[config.mk]
export PLATFORM = sky130hd
export DESIGN_NAME = uart_tx_ctrl
export DESIGN_NICKNAME = d
export VERILOG_FILES = /design/src/rtl/uart_tx_ctrl.sv
export SDC_FILE = /design/constraint.sdc
export NUM_CORES = 1
export LEC_CHECK = 0
export CAP_MARGIN = 0
export CORE_UTILIZATION = 54
export CTS_CLUSTER_SIZE = 20
export DETAILED_ROUTE_END_ITERATION = 12
export GPL_TIMING_DRIVEN = 0
export PLACE_DENSITY = 0.83
export SLEW_MARGIN = 25
export SYNTH_ARGS = -nofsm -noshare
export SYNTH_HDL_FRONTEND = slang
export SYNTH_SLANG_ARGS = --single-unit
[constraint.sdc]
create_clock -name clk -period 3.1 [get_ports clk]
set_input_delay 0.31 -clock clk [delete_from_list [all_inputs] [get_ports clk]]
set_output_delay 0.31 -clock clk [all_outputs]
set_load 0.01 [all_outputs]
[src/rtl/uart_tx_ctrl.sv]
// UART transmit frame controller: start, DATA_BITS data bits (LSB first), optional parity, stop.
// The data-bit index lives in an external loadable down counter driven through cnt_load/cnt_down.
module uart_tx_ctrl #(
    parameter int DATA_BITS    = 8,
    parameter int CLKS_PER_BIT = 16,
    parameter bit PAR_EN       = 1'b1,
    parameter bit PAR_ODD      = 1'b0
) (
    input  logic                 clk,
    input  logic                 rst,
    input  logic [DATA_BITS-1:0] tx_data,
    input  logic                 tx_valid,
    output logic                 tx_ready,
    output logic                 tx_serial,
    output logic                 tx_busy,
    output logic                 frame_done,
    output logic                 cnt_load,
    output logic                 cnt_down,
    output logic                 cnt_up,
    output logic [3:0]           cnt_in,
    input  logic                 cnt_low
);

    localparam int PW = (CLKS_PER_BIT > 2) ? $clog2(CLKS_PER_BIT) : 1;
    localparam logic [PW-1:0] PSC_MAX = PW'(CLKS_PER_BIT - 1);

    typedef enum logic [2:0] {
        S_IDLE   = 3'd0,
        S_START  = 3'd1,
        S_DATA   = 3'd2,
        S_PARITY = 3'd3,
        S_STOP   = 3'd4
    } state_t;

    state_t                 state_r, state_s;
    logic [PW-1:0]          psc_r, psc_s;
    logic [DATA_BITS-1:0]   shift_r, shift_s;
    logic                   par_r, par_s;
    logic                   bit_end_s;
    logic                   serial_r, serial_s;
    logic                   ready_r, ready_s;
    logic                   busy_r, busy_s;
    logic                   done_r, done_s;
    logic                   load_r, load_s;
    logic                   down_r, down_s;

    function automatic logic calc_parity(input logic [DATA_BITS-1:0] d);
        return (^d) ^ PAR_ODD;
    endfunction

    assign tx_ready   = ready_r;
    assign tx_serial  = serial_r;
    assign tx_busy    = busy_r;
    assign frame_done = done_r;
    assign cnt_load   = load_r;
    assign cnt_down   = down_r;
    assign cnt_up     = 1'b0;
    assign cnt_in     = 4'(DATA_BITS - 1);

    // Next-state, datapath and next-output decode
    always_comb begin
        state_s   = state_r;
        shift_s   = shift_r;
        par_s     = par_r;
        psc_s     = psc_r;
        bit_end_s = (psc_r == PSC_MAX);

        case (state_r)
            S_IDLE: begin
                if (tx_valid && ready_r) begin
                    state_s = S_START;
                    shift_s = tx_data;
                    par_s   = calc_parity(tx_data);
                end else begin
                    state_s = S_IDLE;
                end
            end
            S_START: begin
                if (bit_end_s) state_s = S_DATA;
                else           state_s = S_START;
            end
            S_DATA: begin
                if (bit_end_s && cnt_low) begin
                    state_s = PAR_EN ? S_PARITY : S_STOP;
                end else if (bit_end_s) begin
                    shift_s = shift_r >> 1;
                end else begin
                    state_s = S_DATA;
                end
            end
            S_PARITY: begin
                if (bit_end_s) state_s = S_STOP;
                else           state_s = S_PARITY;
            end
            S_STOP: begin
                if (bit_end_s) state_s = S_IDLE;
                else           state_s = S_STOP;
            end
            default: state_s = S_IDLE;
        endcase

        // Prescaler restarts on every bit boundary and stays parked at 0 in IDLE
        if ((state_r == S_IDLE) || bit_end_s || (state_s != state_r)) begin
            psc_s = '0;
        end else begin
            psc_s = psc_r + PW'(1);
        end

        case (state_s)
            S_START:  serial_s = 1'b0;
            S_DATA:   serial_s = shift_s[0];
            S_PARITY: serial_s = par_s;
            default:  serial_s = 1'b1;
        endcase

        // Strobes are registered, so they are decoded from the upcoming state/prescaler.
        // cnt_low is stable across a bit period, so sampling it one cycle early is exact.
        ready_s = (state_s == S_IDLE);
        busy_s  = (state_s != S_IDLE);
        load_s  = (state_s == S_START) && (psc_s == PSC_MAX);
        down_s  = (state_s == S_DATA)  && (psc_s == PSC_MAX) && !cnt_low;
        done_s  = (state_s == S_STOP)  && (psc_s == PSC_MAX);
    end

    // State, datapath and registered outputs
    always_ff @(posedge clk or posedge rst) begin
        if (rst) begin
            state_r  <= S_IDLE;
            psc_r    <= '0;
            shift_r  <= '0;
            par_r    <= 1'b0;
            serial_r <= 1'b1;
            ready_r  <= 1'b1;
            busy_r   <= 1'b0;
            done_r   <= 1'b0;
            load_r   <= 1'b0;
            down_r   <= 1'b0;
        end else begin
            state_r  <= state_s;
            psc_r    <= psc_s;
            shift_r  <= shift_s;
            par_r    <= par_s;
            serial_r <= serial_s;
            ready_r  <= ready_s;
            busy_r   <= busy_s;
            done_r   <= done_s;
            load_r   <= load_s;
            down_r   <= down_s;
        end
    end

endmodule
# Word level (Yosys, flattened, before mapping)
# Index checks and enable logic that the tools add are counted.
[word_totals]
wordCells = 56
mem_bits_rw = 0
n_memories = 0
ff_bits = 22
rom_bits = 0
latch_bits = 0
inputBits = 12
out_inout_bits = 11
[classes]
n_shift = 0
n_bitwise = 0
n_eq_ne = 14
n_div = 0
n_lt_le_gt_ge = 0
n_addsub = 1
muxes = 15
n_mul = 0
reduce_logical = 15
[op_table]
columns = ["operator", "n"]
rows = [
  ["8-bit 2-to-1 mux", 3],
  ["8-bit one-hot mux with 2 select lines", 1],
  ["3-bit one-hot mux with 5 select lines", 1],
  ["3-bit by 2-bit == test with 1-bit output, second input constant", 4],
  ["3-bit 2-to-1 mux", 4],
  ["4-bit == test, second input constant", 2],
  ["8-bit parity", 1],
  ["3-bit by 1-bit == test with 1-bit output, second input constant", 2],
  ["3-bit == test, second input constant", 2],
  ["1-bit logical AND", 6],
  ["3-bit zero test", 2],
  ["2-bit inequality test, second input constant", 3],
  ["4-bit by 1-bit adder with 4-bit output, second input constant", 1],
  ["4-bit 2-to-1 mux", 1],
  ["4-bit AND reduction", 1],
  ["1-bit 2-to-1 mux", 3],
  ["3-bit inequality test", 1],
  ["1-bit one-hot mux with 3 select lines", 1],
  ["3-bit nonzero test", 1],
  ["1-bit logical OR", 2],
  ["2-bit 2-to-1 mux", 1],
  ["2-bit nonzero test", 1],
  ["1-bit zero test", 1],
]

# Logic depth before layout (Yosys ltp)
# Gate-level depths: netlist (run 1).
[logic_depth]
ltp_word = 10
ltp_mapped = 6
depth_no_buf = 6

# Worst setup path before layout (run 1)
# Ideal clock, no wire load.
[synth_path]
path_type = "reg-to-reg"
start = "reg psc_r[0]"
end = "reg serial_r (netlist: tx_serial)"
synth_period_minus_slack_ns = 1.505
required_time_ns = 3.038
arrival_time_ns = 1.443
n_path_buf = 0
path_stages_with_launch = 7
slack_ns = 1.595
path_cell_list = "dfrtp_1 -> ha_1 -> and4_4 -> mux2i_2 -> clkinv_2 -> o311ai_1 -> and3b_1"
[synth_via]
elab_chain_len = 6
word_cells_on_any_way = 15
[synth_rtl]
columns = ["element", "line_no", "text"]
rows = [
  ["start, declared", "36", "logic [PW-1:0] psc_r, psc_s;"],
  ["start signal, assigned", "140", "psc_r <= psc_s;"],
  ["4-bit == test *", "66", "bit_end_s = (psc_r == PSC_MAX);"],
  ["3-bit 2-to-1 mux or 1-bit logical AND (tied branches)", "85, 83", ""],
  ["3-bit 2-to-1 mux", "83", "if (bit_end_s && cnt_low) begin"],
  ["3-bit one-hot mux with 5 select lines *", "68", "case (state_r)"],
  ["named net state_s[1]", "35", "state_t state_r, state_s;"],
  ["3-bit by 2-bit == test with 1-bit output or 3-bit by 1-bit == test with 1-bit output (tied branches)", "109", "case (state_s)"],
  ["1-bit one-hot mux with 3 select lines *", "109", ""],
  ["named net serial_s", "40", "logic serial_r, serial_s;"],
  ["end signal, assigned", "143", "serial_r <= serial_s;"],
  ["end, declared", "40", ""],
]
# Mark *: on every way through the listed nets, which the timed path passes. The rest lies on a longest branch. The select of a mux whose other input is x is not followed.
# A chain may end at the register's enable or synchronous reset.

# Worst setup path after layout (run 1)
[layout_path]
start = "reg ready_r (netlist: tx_ready)"
end = "out tx_ready"
[layout_rtl]
columns = ["element", "line_no", "text"]
rows = [
  ["start, declared", "41", "logic ready_r, ready_s;"],
  ["start signal, assigned", "144", "ready_r <= ready_s;"],
  ["end, declared", "13", "output logic tx_ready,"],
]
# No word-level cell between the ends.

==> results.yml, run 1 <==
power_and_ir_drop:
  leakagePower_nw: 0.683
  total_power_mw: 1.06
  powerDensity_nw_per_um2: 728
  peakVddDrop_mv: 0.426
critical_path:
  reg2reg_slack_ns: 1.37
  crit_family: "flip-flops"
  slowest_delay_ns: 0.59
  arrival_ns: 1.44
  crit_buf_inv: 1
  crit_slowest_cell: "dfstp_2"
  worstSetupPathType: "reg2out"
  end_kind: "output pin"
  crit_fanout: 5
  crit_required_ns: 2.79
  critPathLaunchType: "flip-flop"
  crit_chain: "clkdlybuf4s50_1"
detailed_routing:
  drt_pass1_iterations: 4
  drt-initial-drc-count: 5
  viasPerCell: 5.39
  routed-via-count: 841
  wl_um: 2170
  ant_nets: 0
  remaining_drc_errors: 0
  wl_per_cell_um: 13.9
sta:
  period_share: 0.563
  fin_crit_ns: 1.75
  timing.final.ws_setup_ns: 1.35
  hold_viol_final: 0
  timing.fmax_mhz: 573
  tns_ns: 0
  finalSetupViolCount: 0
  worst_pin_slew_ns: 0.824
  slew_viol_final: 0
  grt_setup_unrepaired: "false"
  skew_ns: 0.0121
  slew_headroom: 0.450
placement:
  placed_cell_area_sq_um: 1420
  gp_congestion: 0.824
  port_buffers: 17
  pre_cts_slack_ns: 1.28
  dp.final_hpwl_um: 1610
finish:
  fillCellCount: 150
  finalNetCount: 143
  layout_commonest_cell: "dfrtp_1"
  area_growth_pct: 20.9
  diodes: 0
  layout_common_cells: "dfrtp_1 (20), clkdlybuf4s50_1 (17), xnor2_1 (8)"
  final_core_util: 0.719
  stdcell_area_sq_um: 1450
  drive_gt1_frac: 0.217
floorplanning:
  chipWidth_um: 49.2
  io_pins: 23
  num_rows: 16
  dieHeight_um: 49.2
  initial_core_util: 0.595
  dieArea_sq_um: 2420
  core_area_sq_um: 2020
synth:
  synth_cell_types: 46
  synth-seq-cells: 22
  yosys_warnings: 0
  synth.area.top_cells: "dfrtp_1 (42%), xnor2_1 (5.8%), a22o_1 (5.1%)"
  yosys.area.top_type: "dfrtp_1"
  synthesis.area_sq_um: 1200
  seq_area_frac_synth: 0.460
  syn_inst: 105
  yosysTopAreaCellShare: 0.416
  syn_avg_cell_area_sq_um: 11.5
clocking:
  numCtsBuffers: 3
  holdBufCountCts: 0
  cts_root_buffer: "clkbuf_4"
  tritoncts: "built"
  cts.repair.resized: 0
  path_clk_slew_ns: 0.13
  clk_path_buf_depth: 2
  clock-sinks: 22
  post-cts-setup-buffer-count: 0
  cts.htree.levels: 1
  worstSkewPairLatency_ns: 0.32
hold_path:
  hold_path.class: "in2async"
global_routing:
  grtUsageTotal: 0.215
  grt_first_pass_wirelength_um: 3790
  grt_max_degree: 23
  overflow: 0
  grt_pass1_vias: 887
  antenna_found_initial: 0
run_status:
  status: "completed"
flow_run:
  max_cap_viol_count: 0
## cells in the mapped netlist (all sizes together)
master,count
a211o,1
a21boi,1
a21o,6
a21oi,1
a22o,7
a31oi,1
a32oi,1
and2b,1
and3,3
and3b,1
and4,1
and4b,2
buf,8
clkinv,1
conb,2
dfrtp,20
dfstp,2
ha,1
inv,4
mux2,1
mux2i,2
nand2,1
nand2b,1
nand3,3
nand4b,1
nor2,8
nor2b,1
nor3,6
nor4,1
nor4bb,1
o21a,1
o21ai,1
o21bai,1
o311ai,2
or2,1
xnor2,8
xor2,1
## area by class of cell
type,instances,area [sq um],area share
repair buffers,17,170,0.117
flip-flops and latches,22,553,0.380
multi-input cells,73,577,0.397
inverters,5,20.0,0.0138
well taps,27,33.8,0.0232
clock buffers,4,36.3,0.0250
plain buffers,8,63.8,0.0439
## final timing paths
path                              endpoint     start  cells past startpoint
worst max-delay path              tx_ready  tx_ready                      1
worst min-delay path            shift_r[7]       rst                      2
worst max register to register   tx_serial  psc_r[0]                      6
worst min register to register    psc_r[0]  psc_r[0]                      1
max in group asynchronous         cnt_down       rst                      2
min in group clk                  psc_r[0]  psc_r[0]                      1
## flip-flops by register name, indices dropped and copies added, names as in the netlist
signal      flops
shift_r         8
psc_r           4
state_r         3
cnt_down        1
cnt_load        1
frame_done      1
par_r           1
tx_busy         1
tx_ready        1
tx_serial       1
## per-stage QoR
step                cells  hold slack (ns)
floorplan             108            0.298
global placement      152            0.460
detailed placement    152            0.467
CTS                   156            0.471
global route          156            0.497
finish                156            0.437
## power breakdown
| group | switching [mW] | internal [mW] |
|---|---|---|
| Clock | 0.0887 | 0.0719 |
| Sequential | 0.0803 | 0.399 |
| Combinational | 0.206 | 0.212 |
## per-layer routing
| layer | track usage | vias up | part of all wire |
|---|---|---|---|
| met3 | 0.0374 | 5 | 0.028 |
| met1 | 0.260 | 404 | 0.46 |
| li1 | - | 416 | - |
| met5 | 0 | - | 0 |
| met2 | 0.358 | 16 | 0.49 |
| met4 | 0.123 | 0 | 0.021 |
## logic make-up after synthesis
kind of cell             share of synthesized area
AND/OR/NAND/NOR                              0.203
AO/OA/AOI/OAI                                0.156
flip-flops                                   0.460
buffers and inverters                       0.0697
XOR/XNOR                                    0.0656
multiplexers                                0.0291
other                                      0.00625
adder cells (fa/ha/maj)                     0.0104
Note: power is estimated with default switching activity, not from simulation.
==> run 2, diff against run 1 <==
CORE_UTILIZATION = 50   (was 54)
PLACE_DENSITY = 0.77   (was 0.83)
clock period = 1.71 ns   (was 3.1 ns; I/O delays follow)
==> run 2 against run 1 <==
Cell area is 2.2% higher. Combinational power rose by 89%. Utilization down 5.4 points. Final cell count grew 2.6%. Clock skew is 0.0087 ns lower. Critical endpoint unchanged.
==> results.yml, run 2 (synthesized netlist as in run 1, its figures left out) <==
critical_path:
  reg2reg_to: "tx_serial"
  crit_family: "flip-flops"
  slowest_delay_ns: 0.59
  arrival_ns: 1.43
  worstSetupPathType: "reg2out"
  crit_fanout: 5
  crit_required_ns: 1.54
  worst-r2r-cell-count: 6
  end_kind: "output pin"
  crit_chain: "clkdlybuf4s50_1"
  crit_slowest_cell: "dfstp_2"
  critPathLaunchType: "flip-flop"
  reg2reg_slack_ns: 0.12
  r2r-start: "psc_r[0]"
  crit_buf_inv: 1
flow_run:
  max_cap_viol_count: 0
clocking:
  numCtsBuffers: 3
  cts_root_buffer: "clkbuf_4"
  holdBufCountCts: 0
  tritoncts: "built"
  worstSkewPairLatency_ns: 0.30
  cts.htree.levels: 1
  path_clk_slew_ns: 0.12
  clk_path_buf_depth: 2
  clock-sinks: 22
placement:
  dp.final_hpwl_um: 1550
  port_buffers: 17
  placed_cells: 153
  gp_congestion: 0.811
power_and_ir_drop:
  total_power_mw: 1.90
  peakVddDrop_mv: 1.00
  leakagePower_nw: 0.693
  powerDensity_nw_per_um2: 1280
detailed_routing:
  remaining_drc_errors: 0
  drt_pass1_iterations: 4
  wl_um: 2160
  ant_nets: 0
  wl_per_cell_um: 13.5
  routed-via-count: 862
  drt-initial-drc-count: 13
  viasPerCell: 5.39
sta:
  slew_headroom: 0.457
  timing.fmax_mhz: 625
  worst_pin_slew_ns: 0.813
  skew_ns: 0.00346
  whs_ns: 0.317
  fin_crit_ns: 1.60
  finalSetupViolCount: 0
  period_share: 0.936
  hold_viol_final: 0
  slew_viol_final: 0
floorplanning:
  chipWidth_um: 51.0
  dieArea_sq_um: 2610
  initial_core_util: 0.538
  dieHeight_um: 51.0
  core_area_sq_um: 2230
  io_pins: 23
  num_rows: 17
finish:
  finalNetCount: 146
  largest_register: "shift_r"
  area_growth_pct: 23.5
  register_area_sq_um: 553
  fillCellCount: 172
  multiInputGateArea_sq_um: 594
  largest_reg_flops: 8
  finalNonFillerCells: 160
  final_core_util: 0.665
  drive_gt1_frac: 0.242
  diodes: 0
  largest_registers: "shift_r: 8 flops, psc_r: 4 flops, state_r: 3 flops"
  layout_commonest_cell: "dfrtp_1"
  layout_common_cells: "dfrtp_1 (20), clkdlybuf4s50_1 (17), buf_4 (10)"
run_status:
  status: "completed"
global_routing:
  grt_max_degree: 23
  antenna_found_initial: 0
  grt_first_pass_wirelength_um: 3530
  grtUsageTotal: 0.187
  overflow: 0
  grt_pass1_vias: 816
hold_path:
  hold_path.class: "in2async"
[run 2: cell count changes in the layout (fill, tap and decap cells not counted), sizes merged]
cell / delta
buf: +3
[run 2: repair_timing]
action / 4_1_cts / 5_1_grt
setup buffers: 0 / 3
setup endpoints to repair: 0 / 10
gates resized for setup: 0 / 3
[run 2: cell type report]
type                       instances  area share
multi-input combinational         73       0.400
sequential                        22       0.372
tap                               28      0.0236
clock buffer                       4      0.0177
timing repair buffer              20       0.130
inverter                           5      0.0135
buffer                             8      0.0430
[run 2: report_power, final]
part	switching (mW)	internal (mW)
Sequential	0.145	0.724
Combinational	0.382	0.410
Clock	0.147	0.0908
Total	0.674	1.22
[run 2: per-stage QoR]
stage,area [sq um],setup TNS (ns),setup slack (ns)
CTS,1450,0,0.00264
global route,1490,-0.00444,-0.00444
floorplan,1210,0,0.205
detailed placement,1420,0,0.0363
global placement,1420,0,0.0393
finish,1490,0,0.109
[run 2: how the worst max path moves through the flow]
stage | to | cells after the start | slack [ns] | from
after detailed placement | shift_r[7] | 5 | 0.04 | psc_r[0]
final | tx_ready | 1 | 0.11 | tx_ready
after global placement | shift_r[3] | 5 | 0.04 | cnt_low
after global routing | tx_serial | 6 | -0.004 | psc_r[0]
after floorplan | tx_serial | 6 | 0.21 | psc_r[0]
after CTS | tx_serial | 6 | 0.003 | psc_r[0]
[run 2: metal layers]
layer,vias to the layer above,global-route usage,part of all wire
li1,419,-,-
met1,423,0.227,0.45
met2,18,0.316,0.51
met3,2,0.0357,0.032
met4,0,0.0880,0.0074
met5,-,0,0
==> run 3, diff against run 2 <==
clock period = 1.5 ns   (was 1.71 ns; I/O delays follow)
==> run 3 against run 2 <==
The flow now finishes with violations (setup timing). Die area stayed put. Setup slack worse by 0.18 ns. Utilization is 5.4 points higher. Final cell count grew 3.8%. Sequential power increased by 17%. Via count increased by 4.4%. Largest cell class unchanged.
==> results.yml, run 3 (synthesized netlist as in run 1, its figures left out) <==
detailed_routing:
  viasPerCell: 5.42
  drt_pass1_iterations: 4
  drt-initial-drc-count: 14
  remaining_drc_errors: 0
  wl_um: 2400
  ant_nets: 0
  routed-via-count: 900
  wl_per_cell_um: 14.4
finish:
  area_growth_pct: 33.6
  layout_common_cells: "dfrtp_1 (19), clkdlybuf4s50_1 (15), buf_4 (13)"
  largest_reg_flops: 8
  largest_register: "shift_r"
  layout_commonest_cell: "dfrtp_1"
  diodes: 0
  final_core_util: 0.719
  stdcell_area_sq_um: 1610
  finalNetCount: 152
  largest_registers: "shift_r: 8 flops, psc_r: 4 flops, state_r: 3 flops"
  drive_gt1_frac: 0.319
placement:
  gp_congestion: 0.854
  dp.final_hpwl_um: 1590
  port_buffers: 17
  placed_cell_area_sq_um: 1430
global_routing:
  overflow: 0
  grt_pass1_vias: 874
  grt_max_degree: 23
  grt_first_pass_wirelength_um: 3860
  antenna_found_initial: 0
  grtUsageTotal: 0.205
hold_path:
  hold_path.class: "in2async"
clocking:
  cts.htree.levels: 1
  clock-sinks: 22
  path_clk_slew_ns: 0.12
  worstSkewPairLatency_ns: 0.31
  tritoncts: "built"
  clk_path_buf_depth: 2
  numCtsBuffers: 3
  cts_root_buffer: "clkbuf_4"
  holdBufCountCts: 0
critical_path:
  slowest_delay_ns: 0.44
  crit_buf_inv: 2
  worstSetupPathType: "reg2reg"
  crit_chain: "ha_4, and4_4, mux2i_4, buf_4, buf_6, and3_1"
  critPathLaunchType: "flip-flop"
  crit_required_ns: 1.76
  crit_slowest_cell: "dfrtp_1"
  end_kind: "flip-flop"
  crit_fanout: 4
  crit_family: "flip-flops"
  arrival_ns: 1.83
sta:
  slew_headroom: 0.454
  fin_crit_ns: 1.57
  hold_viol_final: 0
  period_share: 1.05
  grt_setup_unrepaired: "true"
  skew_ns: 0.00161
  tns_ns: -0.158
  worst_pin_slew_ns: 0.818
  timing.fmax_mhz: 636
  slew_viol_final: 0
  timing.final.ws_setup_ns: -0.0715
  finalSetupViolCount: 4
floorplanning:
  core_area_sq_um: 2230
  dieArea_sq_um: 2610
  chipWidth_um: 51.0
  num_rows: 17
  io_pins: 23
  initial_core_util: 0.538
  dieHeight_um: 51.0
power_and_ir_drop:
  peakVddDrop_mv: 1.08
  powerDensity_nw_per_um2: 1520
  leakagePower_nw: 0.750
flow_run:
  max_cap_viol_count: 0
run_status:
  status: "complete, but fails checks"
  violations: "setup timing"
[run 3: path summary, 6_finish.rpt]
kind                            start         end  slack [ns]  cells past startpoint
hold reg to reg            shift_r[3]  shift_r[3]        0.49                      1
setup / recovery             psc_r[0]    tx_ready       -0.07                      6
max in group asynchronous         rst  state_r[0]        0.66                      2
setup reg to reg             psc_r[0]    tx_ready       -0.07                      6
hold / removal                    rst  frame_done        0.29                      2
min in group clk           shift_r[3]  shift_r[3]        0.49                      1
[run 3: repair_timing]
| action | 4_1_cts | 5_1_grt |
|---|---|---|
| pin swaps | 5 | 6 |
| gates resized for setup | 11 | 6 |
| gates cloned | 0 | 0 |
| setup buffers | 4 | 5 |
| setup endpoints to repair | 15 | 12 |
[run 3: final cells by class]
class,count,area [sq um]
Buffer,8,75.1
Timing Repair Buffer,26,239
Sequential cell,22,554
Clock buffer,4,36.3
Inverter,5,20.0
Tap cell,28,35.0
Fill cell,164,627
Multi-Input combinational cell,73,647
[run 3: power breakdown]
part	switching (mW)	internal (mW)	total, mW
clock network	0.182	0.148	0.331
registers	0.198	0.827	1.02
logic	0.501	0.591	1.09
[run 3: through the flow]
stage	setup WS [ns]	hold slack (ns)	power, mW	cells
after CTS	-0.0704	0.329	2.32	161
after global routing	-0.118	0.358	2.62	166
after detailed placement	-0.148	0.470	1.88	153
after floorplan	0.0178	0.138	1.64	108
after global placement	-0.156	0.459	1.85	153
final	-0.0715	0.287	2.45	166
[run 3: worst reg2reg max path: stages, from the launching register on]
cell	delay, ns
dfrtp_1	0.44
ha_4	0.19
and4_4	0.24
mux2i_4	0.26
buf_4	0.14
buf_6	0.08
and3_1	0.17
[run 3: routing by layer]
metal | vias up | routed length (um) | global-route usage
met3 | 9 | 73 | 0.0417
met2 | 27 | 1250 | 0.329
met5 | - | 0 | 0
met1 | 433 | 1010 | 0.245
li1 | 431 | - | -
met4 | 0 | 65 | 0.139
